[config.mk]
export PLATFORM = sky130hd
export DESIGN_NAME = pipelined_multiplication
export DESIGN_NICKNAME = d
export VERILOG_FILES = /design/src/rtl/pipelined_multiplication_pkg.sv /design/src/rtl/multiplication_stage.sv /design/src/rtl/pipelined_multiplication.sv
export SDC_FILE = /design/constraint.sdc
export NUM_CORES = 1
export LEC_CHECK = 0
export BUFFER_PORTS_ARGS = -buffer_cell sky130_fd_sc_hd__buf_2
export CAP_MARGIN = 20
export CORE_MARGIN = 4
export CORE_UTILIZATION = 35
export CTS_BUF_LIST = sky130_fd_sc_hd__clkbuf_16
export CTS_CLUSTER_SIZE = 25
export DETAILED_ROUTE_END_ITERATION = 8
export GPL_TIMING_DRIVEN = 0
export HOLD_SLACK_MARGIN = 0.03
export SKIP_CTS_REPAIR_TIMING = 1
export SYNTH_ARGS = -nofsm -noshare
export SYNTH_HDL_FRONTEND = slang
export SYNTH_SLANG_ARGS = --single-unit
[constraint.sdc]
create_clock -name clk -period 9.1 [get_ports clk]
set_clock_uncertainty 0.1 [all_clocks]
set_input_delay 0.455 -clock clk [delete_from_list [all_inputs] [get_ports clk]]
set_output_delay 0.455 -clock clk [all_outputs]
set_load 0.01 [all_outputs]
[src/rtl/pipelined_multiplication_pkg.sv]
// Shared helpers for the pipelined multiplier: stage count, product width and
// operand sign/magnitude conversion (operands up to 32 bits).
package pipelined_multiplication_pkg;

    function automatic int unsigned ceil_div(input int unsigned num, input int unsigned den);
        return (num + den - 1) / den;
    endfunction

    function automatic int unsigned prod_width(input int unsigned width);
        return 2 * width;
    endfunction

    function automatic logic [63:0] low_mask(input int unsigned n);
        return (n >= 64) ? '1 : ((64'd1 << n) - 64'd1);
    endfunction

    // Magnitude stays unsigned in `width` bits, so the most negative value maps exactly.
    function automatic logic [63:0] magnitude(input logic [63:0] value, input int unsigned width,
                                              input logic signed_op);
        logic [63:0] v;
        v = value & low_mask(width);
        if (signed_op && v[width-1]) begin
            v = (~v + 64'd1) & low_mask(width);
        end
        return v;
    endfunction

endpackage

[src/rtl/multiplication_stage.sv]
// One shift-and-add step: adds multiplicand * low chunk of multiplier, then shifts both.
// Latency 1 enabled edge; no backpressure, enable=0 holds every register.
module multiplication_stage
    import pipelined_multiplication_pkg::*;
#(
    parameter int WIDTH          = 8,
    parameter int BITS_PER_STAGE = 1
) (
    input  logic                 clk,
    input  logic                 reset,
    input  logic                 enable,
    input  logic                 in_vld,
    input  logic                 in_sign,
    input  logic                 in_acc_clr,
    input  logic [2*WIDTH-1:0]   in_mcand,
    input  logic [2*WIDTH-1:0]   in_sum,
    input  logic [WIDTH-1:0]     in_mplier,
    output logic                 out_vld,
    output logic                 out_sign,
    output logic                 out_acc_clr,
    output logic [2*WIDTH-1:0]   out_mcand,
    output logic [2*WIDTH-1:0]   out_sum,
    output logic [WIDTH-1:0]     out_mplier
);

    localparam int PW = prod_width(WIDTH);
    localparam logic [WIDTH-1:0] CHUNK_MASK = WIDTH'(low_mask(BITS_PER_STAGE));

    logic          vld_d, vld_q;
    logic          sign_d, sign_q;
    logic          acc_clr_d, acc_clr_q;
    logic [PW-1:0] mcand_d, mcand_q;
    logic [PW-1:0] sum_d, sum_q;
    logic [WIDTH-1:0] mplier_d, mplier_q;

    always_comb begin
        vld_d     = in_vld;
        sign_d    = in_sign;
        acc_clr_d = in_acc_clr;
        sum_d     = in_sum + in_mcand * PW'(in_mplier & CHUNK_MASK);
        mcand_d   = in_mcand << BITS_PER_STAGE;
        mplier_d  = in_mplier >> BITS_PER_STAGE;
    end

    always_ff @(posedge clk or posedge reset) begin
        if (reset) begin
            vld_q     <= 1'b0;
            sign_q    <= 1'b0;
            acc_clr_q <= 1'b0;
            mcand_q   <= '0;
            sum_q     <= '0;
            mplier_q  <= '0;
        end else if (enable) begin
            vld_q     <= vld_d;
            sign_q    <= sign_d;
            acc_clr_q <= acc_clr_d;
            mcand_q   <= mcand_d;
            sum_q     <= sum_d;
            mplier_q  <= mplier_d;
        end
    end

    assign out_vld     = vld_q;
    assign out_sign    = sign_q;
    assign out_acc_clr = acc_clr_q;
    assign out_mcand   = mcand_q;
    assign out_sum     = sum_q;
    assign out_mplier  = mplier_q;

endmodule

[src/rtl/pipelined_multiplication.sv]
// Pipelined signed/unsigned shift-and-add multiplier; PIPELINED_MULTIPLICATION_ACCUMULATE_EN adds acc_clear/accumulate.
// Latency STAGES enabled edges (capture edge included); no backpressure, enable=0 freezes all state.
module pipelined_multiplication
    import pipelined_multiplication_pkg::*;
#(
    parameter int WIDTH          = 8,
    parameter int BITS_PER_STAGE = 1
) (
    input  logic                 clk,
    input  logic                 reset,
    input  logic                 enable,
    input  logic                 in_valid,
    input  logic                 signed_mode,
`ifdef PIPELINED_MULTIPLICATION_ACCUMULATE_EN
    input  logic                 acc_clear,
`endif
    input  logic [WIDTH-1:0]     in_1,
    input  logic [WIDTH-1:0]     in_2,
    output logic [2*WIDTH-1:0]   out,
    output logic                 out_valid
);

    localparam int STAGES = ceil_div(WIDTH, BITS_PER_STAGE);
    localparam int PW     = prod_width(WIDTH);
    localparam int LAST   = STAGES - 1;
    localparam logic [WIDTH-1:0] CHUNK_MASK = WIDTH'(low_mask(BITS_PER_STAGE));

    // Index 0 is the capture point; index i>0 is the output of registered stage i-1.
    logic [STAGES-1:0]            vld_s;
    logic [STAGES-1:0]            sign_s;
    logic [STAGES-1:0]            acc_clr_s;
    logic [STAGES-1:0][PW-1:0]    mcand_s;
    logic [STAGES-1:0][PW-1:0]    sum_s;
    logic [STAGES-1:0][WIDTH-1:0] mplier_s;

    assign vld_s[0]    = in_valid;
    assign sign_s[0]   = signed_mode & (in_1[WIDTH-1] ^ in_2[WIDTH-1]);
    assign mcand_s[0]  = PW'(magnitude(64'(in_1), WIDTH, signed_mode));
    assign mplier_s[0] = WIDTH'(magnitude(64'(in_2), WIDTH, signed_mode));
    assign sum_s[0]    = '0;
`ifdef PIPELINED_MULTIPLICATION_ACCUMULATE_EN
    assign acc_clr_s[0] = acc_clear;
`else
    assign acc_clr_s[0] = 1'b1;
`endif

    for (genvar i = 0; i < LAST; i++) begin : g_stage
        multiplication_stage #(
            .WIDTH          (WIDTH),
            .BITS_PER_STAGE (BITS_PER_STAGE)
        ) u_stage (
            .clk         (clk),
            .reset       (reset),
            .enable      (enable),
            .in_vld      (vld_s[i]),
            .in_sign     (sign_s[i]),
            .in_acc_clr  (acc_clr_s[i]),
            .in_mcand    (mcand_s[i]),
            .in_sum      (sum_s[i]),
            .in_mplier   (mplier_s[i]),
            .out_vld     (vld_s[i+1]),
            .out_sign    (sign_s[i+1]),
            .out_acc_clr (acc_clr_s[i+1]),
            .out_mcand   (mcand_s[i+1]),
            .out_sum     (sum_s[i+1]),
            .out_mplier  (mplier_s[i+1])
        );
    end

    logic [PW-1:0] prod_raw;
    logic [PW-1:0] prod;
    logic [PW-1:0] out_d, out_q;
    logic          out_valid_d, out_valid_q;

    // The last chunk, sign fix-up and accumulate all fold into the output register.
    always_comb begin
        prod_raw    = sum_s[LAST] + mcand_s[LAST] * PW'(mplier_s[LAST] & CHUNK_MASK);
        prod        = sign_s[LAST] ? (~prod_raw + PW'(1)) : prod_raw;
        out_d       = out_q;
        out_valid_d = vld_s[LAST];
        if (vld_s[LAST]) begin
            out_d = acc_clr_s[LAST] ? prod : (out_q + prod);
        end
    end

    always_ff @(posedge clk or posedge reset) begin
        if (reset) begin
            out_q       <= '0;
            out_valid_q <= 1'b0;
        end else if (enable) begin
            out_q       <= out_d;
            out_valid_q <= out_valid_d;
        end
    end

    assign out       = out_q;
    assign out_valid = out_valid_q;

endmodule

; ---- Word level (Yosys, flattened, before mapping)
; Index checks and enable logic that the tools add are counted.
[totals]
out_inout_bits = 17
regBits = 262
input_bits = 21
wordCells = 75
[op_classes]
n_reduce_logical = 3
n_bitwise = 5
muxes = 4
add_sub_neg = 11
n_mul = 8
[op_table]
columns = operator, n
row1 = adder 16 bit, 8
row2 = two-way mux 16 bit, 2
row3 = adder 16 x 1 -> 16 bit (second input constant), 1
row4 = adder 8 x 1 -> 8 bit (second input constant), 2
row5 = two-way mux 8 bit, 2
row6 = inverter 16 bit, 1
row7 = inverter 8 bit, 2
row8 = multiplier 15 x 1 -> 15 bit, 1
row9 = multiplier 14 x 1 -> 14 bit, 1
row10 = multiplier 13 x 1 -> 13 bit, 1
row11 = multiplier 12 x 1 -> 12 bit, 1
row12 = multiplier 11 x 1 -> 11 bit, 1
row13 = multiplier 10 x 1 -> 10 bit, 1
row14 = multiplier 8 x 1 -> 9 bit, 1
row15 = multiplier 9 x 1 -> 9 bit, 1
row16 = logical AND 1 bit, 2
row17 = AND reduction 2 bit, 1
row18 = AND 1 bit, 1
row19 = bitwise XOR 1 bit, 1

; ---- Depth between registers and ports, before layout
[logic_depth]
word_depth = 7
ltp_mapped = 17
depth_no_buf = 17

; ---- Hierarchy
; A second synthesis with hierarchy kept.
[unflattened]
cells_unflattened = 1866
hier_area_um2 = 19668.9
[modules_own_cells]
columns = mod, instances, area_each_um2, seq_area_each_um2, cells_per_inst
row1 = multiplication_stage (g_stage[0].u_stage ...), 6, 2399.8, 1026.0, 213
row2 = pipelined_multiplication, 1, 2902.8, 425.4, 381
row3 = multiplication_stage (g_stage[6].u_stage), 1, 2367.3, 1026.0, 207

; ---- Least setup slack after synthesis
; OpenSTA, ideal clock, no wires.
[synth_timing]
path_kind = reg2reg
start = register g_stage[6].u_stage.mplier_q[0]
end = register out_q[14] (netlist: out[14])
setup_time_ns = 0.120
n_path_buf = 0
stages_incl_launch_ff = 18
period_less_slack_ns = 4.053
setup_slack_ns = 5.047
t_required_ns = 8.880
t_arrival_ns = 3.833
cell_sequence = dfrtp_1 > and2_1 > ha_1 > inv_1 > fa_1 > inv_1 > or4b_4 > o21bai_4 > or3_4 > o21ai_0 > xnor2_1 > ha_1 > nor2_1 > a31o_2 > a41oi_1 > xor2_1 > a22o_1 > a31o_2
[synth_via]
elab_chain_cells = 7
[synth_lines]
columns = element, line_no
row1 = start: declaration, multiplication_stage.sv:34  ; logic [WIDTH-1:0] mplier_d, mplier_q;
row2 = start signal: assignment, multiplication_stage.sv:59  ; mplier_q <= mplier_d;
row3 = multiplier 9 x 1 -> 9 bit (*), pipelined_multiplication.sv:77  ; prod_raw = sum_s[LAST] + mcand_s[LAST] * PW'(mplier_s[LAST] & CHUNK_MASK);
row4 = adder 16 bit (*), pipelined_multiplication.sv:77
row5 = inverter 16 bit, pipelined_multiplication.sv:78  ; prod = sign_s[LAST] ? (~prod_raw + PW'(1)) : prod_raw;
row6 = adder 16 x 1 -> 16 bit, pipelined_multiplication.sv:78
row7 = two-way mux 16 bit (*), pipelined_multiplication.sv:78
row8 = adder 16 bit, pipelined_multiplication.sv:82  ; out_d = acc_clr_s[LAST] ? prod : (out_q + prod);
row9 = two-way mux 16 bit (*), pipelined_multiplication.sv:82
row10 = end signal: assignment, pipelined_multiplication.sv:91  ; out_q <= out_d;
row11 = end: declaration, pipelined_multiplication.sv:72  ; logic [PW-1:0] out_d, out_q;
; Mark *: on every way between the ends. The rest lies on a longest branch, timed or not.
; A chain may end at the register's enable or synchronous reset.

; ---- Worst setup path after layout
[layout_timing]
start = register g_stage[6].u_stage.mplier_q[0]
end = register out_q[15] (netlist: out[15])
; Same word-level chain as after synthesis.

==> flow_summary.toml <==
[sta]
timing.slew.headroom_pct = 39.30
timing.final.max_slew_violations = 0
final-setup-viol-count = 0
worst_slew_pin_slew_ps = 910.5
hold_violations = 0
final.min_clock_period_ps = 4527
post-route-period-util_pct = 49.74
setup_tns_ps = 0
rsz0062_at_grt = "false"
max_clock_freq_mhz = 220.9

[synthesis]
ys_seq_area_share_pct = 45.51
synthCells = 1056
post-synth-top-area-cell = "dfrtp_1"
synth_edf_count = 0
ys_ff_latch = 205
post_synth_instance_area_mm2 = 0.01127
leading_post_synthesis_cells_by_cell_area = "dfrtp_1 (46%), mux2_2 (13%), ha_1 (8.2%)"
ys.flop_type = "dfrtp_1"
avgSynthCellArea_um2 = 10.67
yosys_warnings = 0
synthArstFlopShare_pct = 100.0
yosysUniqueCellTypes = 59
syn_nets = 1159
post-synth-top-area-fraction_pct = 45.51

[cells_and_area]
number_of_filler_cells_placed_in_the_layout = 3068
synthToLayoutAreaGrowth_pct = 12.84
final_layout_size_suffix_gt1_share_pct = 17.99
antennaDiodeCount = 0
sequential_cell_area_mm2 = 0.005130
multi_input_comb_area_mm2 = 0.005744
instances_no_fill = 1536
nets = 1221

[placement]
port-buffer-count = 36
gpl_congestion = 0.7931
numPlacedInstances = 1495
post-dp-hpwl_um = 17490

[global_routing]
largest_net_degree_at_the_start_of_global_routing = 131
grt_pass1_vias = 7997
grt_use_total_pct = 13.47
antenna_found_initial = 0
first_pass_grt_wire_length_um = 40090
globalRouteOverflowTotal = 0

[setup_path]
slowest_delay_ps = 650
kind_of_cell_with_the_highest_combined_delay_on_the_critical_path = "compound AO/OA/AOI/OAI gates"
worstSetupStartpointType = "register"
cp_slowest_cell = "o311ai_0"
worstPathArrival_ps = 4810
cp_max_fo = 9
worst_endpoint_required_time_ps = 9390
regToRegEndpoint = "out[15]$_DFFE_PP0P_"
ff2ff_setup_slack_ps = 4570
crit_chain = "and2_1, ha_1, inv_1, fa_1, xor2_1, or4b_4, o21bai_4, o31ai_1, xnor2_1, ha_1, nand2_1, o311ai_0, a31oi_1, o221ai_1, o22ai_1"
setup.worst_path.end_class = "register"
critPathLaunch = "g_stage[6].u_stage.out_mplier[0]$_DFFE_PP0P_"
critical_path.most_common_cell = "ha_1"
r2r_start = "g_stage[6].u_stage.out_mplier[0]$_DFFE_PP0P_"
worstRegToRegCells = 15
crit_buf_inv = 1
setup.worst_path.class = "register to register"

[power]
areal_power_density_over_the_cells_mw_per_mm2 = 327.2
leakagePower_nw = 5.744
vdd_ir_drop_max_mv = 0.1545

[clocking]
cts_tree = "yes"
cts.htree.levels = 1
cts_root_buf = "clkbuf_16"
cts_max_path_buffers = 3
clock_latency_late_sink_ps = 510
cts.reportedPaths.clkPinSlew_ps = 60
cts_made_buffers = 23
number_of_clock_sinks = 205

[drt]
drt_iter0_drc = 270
postRouteWirelength_um = 23580
post-route-drc-count = 0
overall_via_count_from_detail_route = 7777
route.detailed.wl_per_inst_um = 15.35
drtAntennaViolNets = 0
drt_pass1_iterations = 5
route.detailed.vias_per_inst = 5.063

[floorplan]
die_w_um = 187.5
initial_core_util_pct = 35.63
num_io_pins = 38
core-area_mm2 = 0.03164
die_area_mm2 = 0.03514
dieHeight_um = 187.5
placementRows = 65

[job]
drv.max_cap_violation_count = 0

[status]
run_status = "completed"

[worst_hold_path]
hp-class = "input pin to asynchronous set/reset pin"
worst register-to-register path, stage by stage, from the launching register on:
cell,delay [ps]
dfrtp_1,510
and2_1,180
ha_1,180
inv_1,60
fa_1,390
xor2_1,200
or4b_4,490
o21bai_4,190
o31ai_1,240
xnor2_1,140
ha_1,390
nand2_1,100
o311ai_0,650
a31oi_1,240
o221ai_1,240
o22ai_1,110
cells by family after synthesis:
family                   Yosys count  synth area share (%)
adder cells (fa/ha/maj)           82                 9.635
AO/OA/AOI/OAI                    234                 13.39
buffers and inverters            106                 3.530
flip-flops                       205                 45.51
XOR/XNOR                          56                 4.351
multiplexers                     132                 13.12
AND/OR/NAND/NOR                  241                 10.47
through the flow:
stage          cell area, µm²  utilization [%]  hold WS [ps]  setup WS, ps  power (mW)
2_1_floorplan           11270                -         330.5          2949       2.863
3_3_place_gp            11960            37.79         343.8         554.0       3.213
3_5_place_dp            11990            37.90         346.7          4548       3.269
4_1_cts                 12720            40.21         64.36          4542       4.203
5_1_grt                 12720            40.21         72.33          4191       4.522
6_report                12720            40.21         64.70          4573       4.162
layout make-up:
cell class / instances / share of cell area (%)
clock buffer: 23 / 4.525
sequential: 205 / 40.33
clock inverter: 18 / 1.210
buffer: 35 / 1.033
multi-input combinational: 745 / 45.16
tap: 402 / 3.954
timing repair buffer: 37 / 1.633
inverter: 71 / 2.154
routing by layer:
metal | vias up | track usage, % | wire length, µm | share of wire [%]
li1 | 3845 | - | - | -
met1 | 3792 | 18.23 | 11130 | 47
met2 | 109 | 23.01 | 11070 | 47
met3 | 31 | 2.128 | 841 | 3.6
met4 | 0 | 2.795 | 533 | 2.3
met5 | - | 0 | 0 | 0
Yosys cell counts (3+ instances only):
| cell type | n |
|---|---|
| o21bai_1 | 4 |
| nand3_1 | 9 |
| a2111o_1 | 4 |
| o21a_1 | 6 |
| a21boi_0 | 10 |
| mux2_2 | 126 |
| a31oi_1 | 9 |
| a21oi_1 | 58 |
| xor2_1 | 14 |
| ha_1 | 74 |
| o311ai_0 | 7 |
| o31ai_1 | 13 |
| inv_1 | 71 |
| fa_1 | 8 |
| and3_1 | 7 |
| nor3_1 | 12 |
| nand2_1 | 75 |
| nor2b_1 | 6 |
| or3_1 | 4 |
| clkbuf_1 | 33 |
| xnor2_1 | 42 |
| a31o_2 | 3 |
| a211oi_1 | 4 |
| o21ai_0 | 65 |
| a21o_1 | 22 |
| nand2b_1 | 3 |
| and2_1 | 49 |
| o2bb2ai_1 | 9 |
| nand3b_1 | 3 |
| dfrtp_1 | 205 |
| nor2_1 | 58 |
| mux2i_1 | 6 |
sequential cells by signal, indices dropped and copies added (netlist names):
register / count
out: 16
g_stage.u_stage.out_acc_clr: 7
g_stage.u_stage.out_sign: 7
g_stage.u_stage.out_vld: 7
g_stage.u_stage.out_mplier: 28
out_valid: 1
g_stage.u_stage.out_sum: 83
g_stage.u_stage.out_mcand: 56
cells in the final DEF (no fill, tap or decap), types with 6 or more instances in the layout:
| cell type | synthesis | routed |
|---|---|---|
| nand2_1 | 75 | 75 |
| a21boi_0 | 10 | 10 |
| and2_1 | 49 | 49 |
| mux2_2 | 126 | 126 |
| a31oi_1 | 9 | 9 |
| nor2b_1 | 6 | 6 |
| dfrtp_1 | 205 | 205 |
| xor2_1 | 14 | 14 |
| xnor2_1 | 42 | 42 |
| fa_1 | 8 | 8 |
| and3_1 | 7 | 7 |
| nand3_1 | 9 | 9 |
| o311ai_0 | 7 | 7 |
| o21a_1 | 6 | 6 |
| o31ai_1 | 13 | 13 |
| mux2i_1 | 6 | 6 |
| o2bb2ai_1 | 9 | 9 |
| nor3_1 | 12 | 12 |
| ha_1 | 74 | 74 |
| a21oi_1 | 58 | 58 |
| o21ai_0 | 65 | 65 |
| clkbuf_16 | 0 | 23 |
| inv_1 | 71 | 77 |
| buf_2 | 0 | 36 |
| clkbuf_1 | 33 | 33 |
| a21o_1 | 22 | 22 |
| nor2_1 | 58 | 58 |
worst max path at each step:
stage                                                       endpoint  slack [ps]  cells after the start
after detailed placement                         out[13]$_DFFE_PP0P_        4550                     15
after global placement        g_stage[5].u_stage.out_vld$_DFFE_PP0P_         550                      2
after global routing                             out[15]$_DFFE_PP0P_        4190                     15
after CTS                                        out[13]$_DFFE_PP0P_        4540                     15
final                                            out[15]$_DFFE_PP0P_        4570                     15
after floorplan           g_stage[0].u_stage.out_acc_clr$_DFFE_PP0P_        2950                      1
power by group:
part | leakage, nW | internal (mW) | switching (mW)
logic | 2.93 | 0.889 | 0.967
clock network | 0.383 | 0.541 | 0.364
registers | 2.43 | 1.20 | 0.206
total | 5.74 | 2.63 | 1.54
Power figures use the tool's default switching activity.
